--- src/rtl/controlador_subtracao_matrizes_pkg.sv ---
// Shared coprocessor definitions: matrix geometry, command opcodes,
// sequencer states and the column bit-offset helper.
package pacote_coprocessador;

  localparam int N           = 5;
  localparam int LARGURA     = 8;
  localparam int MATRIZ_BITS = N * N * LARGURA;
  localparam int COLUNA_BITS = N * LARGURA;

  typedef enum logic [1:0] {
    CARREGA_A    = 2'd0,
    CARREGA_B    = 2'd1,
    EXECUTA      = 2'd2,
    LE_RESULTADO = 2'd3
  } cmd_op_t;

  typedef logic [1:0] estado_t;
  localparam estado_t OCIOSO      = 2'd0;
  localparam estado_t EXECUTANDO  = 2'd1;
  localparam estado_t RESPONDENDO = 2'd2;

  // Bit position of the first element of a column inside a 200-bit matrix.
  // Only meaningful for columns 0..4 (callers check the index first).
  function automatic logic [7:0] offset_coluna(input logic [2:0] coluna);
    return 8'(coluna) * 8'(COLUNA_BITS);
  endfunction

endpackage

--- src/rtl/controlador_subtracao_matrizes_subtrator.sv ---
// Combinational element-wise subtractor for N x N matrices of signed
// LARGURA-bit elements. Results wrap modulo 2^LARGURA (no saturation).
module subtrator_matrizes #(
  parameter int N       = 5,
  parameter int LARGURA = 8
) (
  input  logic [N*N*LARGURA-1:0] a_i,
  input  logic [N*N*LARGURA-1:0] b_i,
  output logic [N*N*LARGURA-1:0] sub_o
);

  for (genvar e = 0; e < N * N; e++) begin : g_elem
    logic signed [LARGURA-1:0] a_e;
    logic signed [LARGURA-1:0] b_e;
    assign a_e = a_i[e*LARGURA +: LARGURA];
    assign b_e = b_i[e*LARGURA +: LARGURA];
    assign sub_o[e*LARGURA +: LARGURA] = a_e - b_e;
  end

endmodule

--- src/rtl/controlador_subtracao_matrizes.sv ---
// Command sequencer for the 5x5 matrix subtraction coprocessor: loads
// operand columns, captures A-B on EXECUTA and serves result columns.
// Each accepted command yields exactly one response on resp_*.
module controlador_subtracao_matrizes
  import pacote_coprocessador::*;
(
  input  logic                   clk,
  input  logic                   reset,
  input  logic                   cmd_valid,
  output logic                   cmd_ready,
  input  logic [1:0]             cmd_op,
  input  logic [2:0]             cmd_coluna,
  input  logic [COLUNA_BITS-1:0] cmd_dados,
  output logic                   resp_valid,
  input  logic                   resp_ready,
  output logic [COLUNA_BITS-1:0] resp_dados,
  output logic                   resp_erro,
  output logic                   resultado_valido
);

  estado_t                  estado_q, estado_d;
  logic [MATRIZ_BITS-1:0]   matriz_a_q, matriz_a_d;
  logic [MATRIZ_BITS-1:0]   matriz_b_q, matriz_b_d;
  logic [MATRIZ_BITS-1:0]   matriz_res_q, matriz_res_d;
  logic                     valido_q, valido_d;
  logic [COLUNA_BITS-1:0]   resp_dados_q, resp_dados_d;
  logic                     resp_erro_q, resp_erro_d;
  logic [MATRIZ_BITS-1:0]   sub_out;
  logic                     coluna_ok;

  subtrator_matrizes #(
    .N       (N),
    .LARGURA (LARGURA)
  ) u_subtrator (
    .a_i   (matriz_a_q),
    .b_i   (matriz_b_q),
    .sub_o (sub_out)
  );

  assign coluna_ok        = (cmd_coluna <= 3'd4);
  assign cmd_ready        = (estado_q == OCIOSO);
  assign resp_valid       = (estado_q == RESPONDENDO);
  assign resp_dados       = resp_dados_q;
  assign resp_erro        = resp_erro_q;
  assign resultado_valido = valido_q;

  // Next-state and datapath update decisions for the command sequencer.
  always_comb begin
    estado_d     = estado_q;
    matriz_a_d   = matriz_a_q;
    matriz_b_d   = matriz_b_q;
    matriz_res_d = matriz_res_q;
    valido_d     = valido_q;
    resp_dados_d = resp_dados_q;
    resp_erro_d  = resp_erro_q;

    case (estado_q)
      OCIOSO: begin
        if (cmd_valid) begin
          case (cmd_op_t'(cmd_op))
            CARREGA_A, CARREGA_B: begin
              estado_d     = RESPONDENDO;
              resp_dados_d = '0;
              if (coluna_ok) begin
                resp_erro_d = 1'b0;
                // Any operand change makes the captured result stale.
                valido_d    = 1'b0;
                if (cmd_op_t'(cmd_op) == CARREGA_A)
                  matriz_a_d[offset_coluna(cmd_coluna) +: COLUNA_BITS] = cmd_dados;
                else
                  matriz_b_d[offset_coluna(cmd_coluna) +: COLUNA_BITS] = cmd_dados;
              end else begin
                resp_erro_d = 1'b1;
              end
            end
            EXECUTA: begin
              estado_d = EXECUTANDO;
            end
            LE_RESULTADO: begin
              estado_d = RESPONDENDO;
              if (coluna_ok && valido_q) begin
                resp_dados_d = matriz_res_q[offset_coluna(cmd_coluna) +: COLUNA_BITS];
                resp_erro_d  = 1'b0;
              end else begin
                resp_dados_d = '0;
                resp_erro_d  = 1'b1;
              end
            end
          endcase
        end
      end
      EXECUTANDO: begin
        matriz_res_d = sub_out;
        valido_d     = 1'b1;
        resp_dados_d = '0;
        resp_erro_d  = 1'b0;
        estado_d     = RESPONDENDO;
      end
      RESPONDENDO: begin
        if (resp_ready) begin
          estado_d     = OCIOSO;
          resp_dados_d = '0;
          resp_erro_d  = 1'b0;
        end
      end
      default: begin
        estado_d = OCIOSO;
      end
    endcase
  end

  // State and storage registers; reset clears matrices and abandons any response.
  always_ff @(posedge clk) begin
    if (reset) begin
      estado_q     <= OCIOSO;
      matriz_a_q   <= '0;
      matriz_b_q   <= '0;
      matriz_res_q <= '0;
      valido_q     <= 1'b0;
      resp_dados_q <= '0;
      resp_erro_q  <= 1'b0;
    end else begin
      estado_q     <= estado_d;
      matriz_a_q   <= matriz_a_d;
      matriz_b_q   <= matriz_b_d;
      matriz_res_q <= matriz_res_d;
      valido_q     <= valido_d;
      resp_dados_q <= resp_dados_d;
      resp_erro_q  <= resp_erro_d;
    end
  end

endmodule

--- config.mk ---
export PLATFORM = sky130hd
export DESIGN_NAME = controlador_subtracao_matrizes
export DESIGN_NICKNAME = d
export VERILOG_FILES = /design/src/rtl/controlador_subtracao_matrizes_pkg.sv /design/src/rtl/controlador_subtracao_matrizes_subtrator.sv /design/src/rtl/controlador_subtracao_matrizes.sv
export SDC_FILE = /design/constraint.sdc
export NUM_CORES = 2
export LEC_CHECK = 0
export CORE_ASPECT_RATIO = 0.5
export CORE_MARGIN = 1
export CORE_UTILIZATION = 55
export DETAILED_ROUTE_END_ITERATION = 7
export PLACE_DENSITY = 0.72
export SYNTH_ARGS = -nofsm -noshare
export SYNTH_HDL_FRONTEND = slang
export SYNTH_SLANG_ARGS = --single-unit
--- constraint.sdc ---
create_clock -name clk -period 4.64 [get_ports clk]
set_clock_uncertainty 0.05 [all_clocks]
set_input_delay 0.464 -clock clk [delete_from_list [all_inputs] [get_ports clk]]
set_output_delay 0.464 -clock clk [all_outputs]
set_load 0.03 [all_outputs]
# Word level (Yosys, flattened, before mapping)
# Index checks and enable logic that the tools add are counted.
# totals
regBits	644
in_bits	49
out_inout_bits	44
elab_cells	82
# classes
n_addsub	26
multipliers	1
n_lt_le_gt_ge	1
eq_ne	10
shifts	3
mux	21
n_bitwise	1
reduce_logical	12
# op_table
cell	n
bitwise mux 200 bit	2
variable shift 40 x 10 -> 200 bit, first input constant	1
variable part select 200 x 9 -> 40 bit	1
variable part select 40 x 10 -> 200 bit	1
subtractor 8 bit	25
2-to-1 mux 40 bit	3
one-hot mux 40 bit (3 select lines)	1
one-hot mux 40 bit (2 select lines)	1
negation 8 -> 10 bit	1
AND reduction 5 bit	2
AND reduction 4 bit	2
2-to-1 mux 1 bit	7
equality test 2 bit, second input constant	3
!= test 2 x 1 -> 1 bit, second input constant	3
one-hot mux 2 bit (3 select lines)	1
multiplier 3 x 3 -> 5 bit, second input constant	1
equality test 2 x 1 -> 1 bit, second input constant	2
zero test 2 bit	2
2-to-1 mux 2 bit	2
one-hot mux 1 bit (2 select lines)	2
one-hot mux 2 bit (2 select lines)	1
<= comparator 3 bit, second input constant	1
!= test 3 x 1 -> 1 bit, second input constant	1
one-hot mux 1 bit (3 select lines)	1
other kinds (8)	8

# Longest topological paths before layout
# depth
word_depth	6
mapped_depth	16
mapped_depth_nobuf	9

# Cells and area by module
# A second synthesis with hierarchy kept.
# hier_totals
cells_unflattened	4523
area_unflattened_um2	40023.4
# modules_own_cells
mod	n_inst	cells_per_inst	area_each_um2	seq_area_each_um2
controlador_subtracao_matrizes	1	3366	32063.3	12892.4
subtrator_matrizes	1	1157	7960.1	0.0

# Worst setup path after synthesis
# OpenSTA, ideal clock, no wires.
# synth_path
path_type	input to register
from	in cmd_coluna[0]
to	reg matriz_a_q[144]
setup_time_ns	0.121
t_arrival_ns	3.682
t_required_ns	4.469
setup_slack_ns	0.787
path_stages	14
path_buffers	9
cell_sequence	buf_2 buf_4 buf_4 inv_2 buf_2 buf_1 ha_1 buf_2 buf_2 buf_2 clkbuf_1 a32oi_1 nor2_1 mux2_2
# synth_between
elab_chain_cells	4
word_cells_on_any_way	7
classes_between	add/sub: 1; mul: 1; order compare: 1; shift: 2; mux: 1; reduce/logical: 1
# synth_rtl
item	line	rtl
start, declared	controlador_subtracao_matrizes.sv:12	input logic [2:0] cmd_coluna,
multiplier 3 x 3 -> 5 bit	controlador_subtracao_matrizes_pkg.sv:25	return 8'(coluna) * 8'(COLUNA_BITS);
negation 8 -> 10 bit	controlador_subtracao_matrizes.sv:69	matriz_a_d[offset_coluna(cmd_coluna) +: COLUNA_BITS] = cmd_dados;
variable part select 40 x 10 -> 200 bit / variable shift 40 x 10 -> 200 bit (equally long branches)	controlador_subtracao_matrizes.sv:69	
bitwise mux 200 bit	controlador_subtracao_matrizes.sv:69	
end signal, assigned	controlador_subtracao_matrizes.sv:124	matriz_a_q <= matriz_a_d;
end, declared	controlador_subtracao_matrizes.sv:22	logic [MATRIZ_BITS-1:0] matriz_a_q, matriz_a_d;
# Several ways; a longest one is shown, not always the timed one.
# A chain may end at the register's enable or synchronous reset.

# Worst setup path in the final report
# layout_path
from	in cmd_coluna[2]
to	reg resp_dados_q[27] (netlist: resp_dados[27])
# layout_between
elab_chain_cells	6
word_cells_on_any_way	8
classes_between	mul: 1; order compare: 1; shift: 1; mux: 4; reduce/logical: 1
# layout_rtl
item	line	rtl
multiplier 3 x 3 -> 5 bit / <= comparator 3 bit (equally long branches)	controlador_subtracao_matrizes_pkg.sv:25, controlador_subtracao_matrizes.sv:40	
variable part select 200 x 9 -> 40 bit / logical AND 1 bit (equally long branches)	controlador_subtracao_matrizes.sv:82, controlador_subtracao_matrizes.sv:81	
2-to-1 mux 40 bit (*)	controlador_subtracao_matrizes.sv:81	if (coluna_ok && valido_q) begin
one-hot mux 40 bit (2 select lines) (*)	controlador_subtracao_matrizes.sv:60	case (cmd_op_t'(cmd_op))
2-to-1 mux 40 bit (*)	controlador_subtracao_matrizes.sv:59	if (cmd_valid) begin
one-hot mux 40 bit (3 select lines) (*)	controlador_subtracao_matrizes.sv:57	case (estado_q)
end signal, assigned	controlador_subtracao_matrizes.sv:128	resp_dados_q <= resp_dados_d;
end, declared	controlador_subtracao_matrizes.sv:26	logic [COLUNA_BITS-1:0] resp_dados_q, resp_dados_d;
# Every way passes the cells marked *; elsewhere a longest branch is shown, timed or not. The select of a mux whose other input is x is not followed.

==> results.json <==
{
  "report.final.slew_viol_count": 0,
  "power.share.sequential_pct": 42.4,
  "crit_start": "cmd_coluna[2]",
  "crit_required_ps": 5180,
  "grt_pass1_wl_um": 213000,
  "final_area_um2": 42900,
  "place_area_um2": 40800,
  "cts_buffers": 60,
  "routabilityCongestion": 1.08,
  "synthCells": 4523,
  "swShare_pct": 32.0,
  "grt_pass1_vias": 31900,
  "grt_usage_pct": 39.8,
  "cp-end-kind": "flip-flop",
  "endpoint": "resp_dados[27]",
  "met1_length_um": 62400,
  "hpwl_um": 110000,
  "fin_crit_sh_pct": 80.2,
  "grt_setup_unrepaired": "no",
  "drt.antenna.violating_nets": 0,
  "via_per_inst": 6.50,
  "p_per_area_nw_per_um2": 327,
  "dieArea_um2": 72200,
  "avgSynthCellArea_um2": 8.64,
  "rows": 68,
  "arrival_ps": 4260,
  "cts.sinks": 644,
  "dr.pass1.iters": 7,
  "io_pins": 93,
  "post_cts_buffers": 0,
  "slowest_delay_ps": 620,
  "cts-htree-levels": 2,
  "layout.nets": 4737,
  "layout.cells.non_filler": 5482,
  "synthArstFlopShare_pct": 0,
  "hold_ws_ps": 162,
  "r2r-start": "estado_q[0]",
  "max_freq_mhz": 269,
  "cp_common_cell": "buf_4",
  "p_sw_mw": 4.50,
  "r2r_end": "resp_dados[27]",
  "wl_per_cell_um": 26.6,
  "initial_core_util_pct": 56.1,
  "synth-seq-cells": 644,
  "status": "finished, final reports clean",
  "relSlewSlack_pct": 10.8,
  "area_delta_synth_final_pct": 9.85,
  "hold_class": "input pin to flip-flop",
  "synth_edf_count": 0,
  "drt_iter0_drc": 5306,
  "antenna_found_initial": 13,
  "worstSetupStartpointType": "input pin",
  "pwr-share-comb_pct": 20.0,
  "die_w_um": 379,
  "crit_fanout": 22,
  "final_common_cell": "nor2_1",
  "hold_buffers": 0,
  "insertion_delay_ps": 670,
  "ys.flop_type": "dfxtp_1",
  "route.met2.wl_um": 56500,
  "p_leak_nw": 15.1,
  "drc": 0,
  "synth.cell_area_um2": 39100,
  "syn-num-nets": 4782,
  "clk_transition_reported_paths_ps": 70,
  "portBuffers": 92,
  "grt_overflow": 0,
  "period_needed_ps": 3720,
  "routed_wirelength_um": 146000,
  "die_h_um": 190,
  "met3_length_um": 22200,
  "clockPowerShare_pct": 37.7,
  "slowest_stage": "nor4_1",
  "drive_gt1_share_pct": 10.6,
  "yosysUniqueCellTypes": 81,
  "power_mw": 14.0,
  "reg2reg_slack_ps": 1180,
  "hold_viol": 0,
  "setup_tns_ps": 0,
  "core_um2": 69600,
  "seq_area_frac_synth_pct": 33.0,
  "p_int_mw": 9.55,
  "synth_warnings": 0,
  "routed-via-count": 35600,
  "finalSetupViolations": 0,
  "ir_drop_mv": 0.294,
  "cts_root_buffer": "clkbuf_16",
  "path_class": "input pin to flip-flop",
  "cts_tree": "yes",
  "r2r_cells": 9,
  "min-delay-start": "reset",
  "most-common-layout-cells": "nor2_1, dfxtp_1, a211oi_1, mux2i_1, inv_1",
  "grt_start_max_net_pins": 181,
  "path_cells": "clkdlybuf4s50_1, ha_4, ha_2, xor2_2, buf_4, nor4_1, buf_4, nand2_1, buf_4, a211oi_1, a221o_1",
  "cap_violations": 0,
  "dp_cells": 5361,
  "routed.top_layer": "met5",
  "worst_pin_slew_ps": 1330,
  "cts_resized": 0,
  "cts_max_path_buffers": 3
}
## flip-flops by register name, summed over array words and instances (netlist names)
name              cells
resp_dados           40
estado_q              2
matriz_b_q          200
matriz_res_q        200
matriz_a_q          200
resultado_valido      1
resp_erro             1
## how the worst min path moves through the flow
| stage | depth (start not counted) | to | slack (ps) |
|---|---|---|---|
| after floorplan | 2 | matriz_a_q[112] | 380 |
| after global placement | 2 | matriz_b_q[51] | 390 |
| after detailed placement | 2 | matriz_a_q[136] | 390 |
| after CTS | 2 | matriz_res_q[90] | 120 |
| after global routing | 2 | matriz_res_q[90] | 150 |
| final | 2 | matriz_res_q[90] | 160 |
## stage by stage
stage | worst slack, ps | utilization, %
after global routing | 791 | 61.6
final | 919 | 61.7
after floorplan | 787 | -
after CTS | 1110 | 61.6
after detailed placement | 444 | 58.6
after global placement | 507 | 58.6
## cell type report
type / count / area (um2)
multi-input combinational: 3302 / 23900
timing repair buffer: 198 / 1810
clock inverter: 29 / 330
clock buffer: 82 / 1750
inverter: 272 / 1020
sequential: 644 / 12900
fill: 5944 / 26700
antenna: 10 / 25.0
tap: 945 / 1180
## kinds of logic after synthesis
family | share of synthesized area (%)
compound gates | 17.8
xor+xnor | 2.52
fa+ha+maj | 7.21
buf+inv | 5.99
flops | 33.0
mux | 15.8
simple gates | 17.7
## power groups by stage
stage | sequential, mW | combinational (mW) | clock (mW)
after detailed placement | 6.04 | 2.69 | 0
final | 5.95 | 2.81 | 5.29
after global placement | 6.04 | 2.67 | 0
after global routing | 5.94 | 2.93 | 5.57
after floorplan | 5.88 | 1.79 | 0
after CTS | 5.92 | 2.70 | 5.33
## per-layer routing
metal / vias up / GRT usage (%)
met5: - / 0
met2: 2020 / 53.6
met4: 8 / 12.1
met1: 17200 / 58.0
li1: 16100 / -
met3: 298 / 14.8
## synth_stat cells, types with 13 or more instances
master	n	area, um2
ha_1	185	2310
nor2_1	703	2640
o41ai_1	17	149
o21ai_0	205	1030
nand3_1	41	205
a31oi_1	31	194
xor2_1	36	315
buf_2	83	415
o211ai_1	16	120
mux2_2	86	968
and3_1	16	100
o221ai_1	32	280
nor3_1	96	480
and2_1	18	113
a22oi_1	24	180
nor2b_1	103	644
a21oi_1	199	996
o22ai_1	110	688
a21boi_0	28	210
mux4_2	109	2450
nand2_1	213	800
fa_1	25	500
nor3b_1	53	398
buf_4	13	97.6
o311ai_0	13	114
clkbuf_1	178	668
xnor2_1	69	604
nand4_1	20	125
a211oi_1	274	2060
buf_1	28	105
nand2b_1	112	701
dfxtp_1	644	12900
inv_1	269	1010
mux2i_1	273	2730
## worst max-delay path: cells and delay by family
family / cells / cell delay (ps)
AO/OA/AOI/OAI: 2 / 520
XOR/XNOR: 1 / 200
AND/OR/NAND/NOR: 2 / 1110
adder cells (fa/ha/maj): 2 / 450
buffers and inverters: 4 / 1500
No activity file was read; power rests on OpenSTA's default activity.
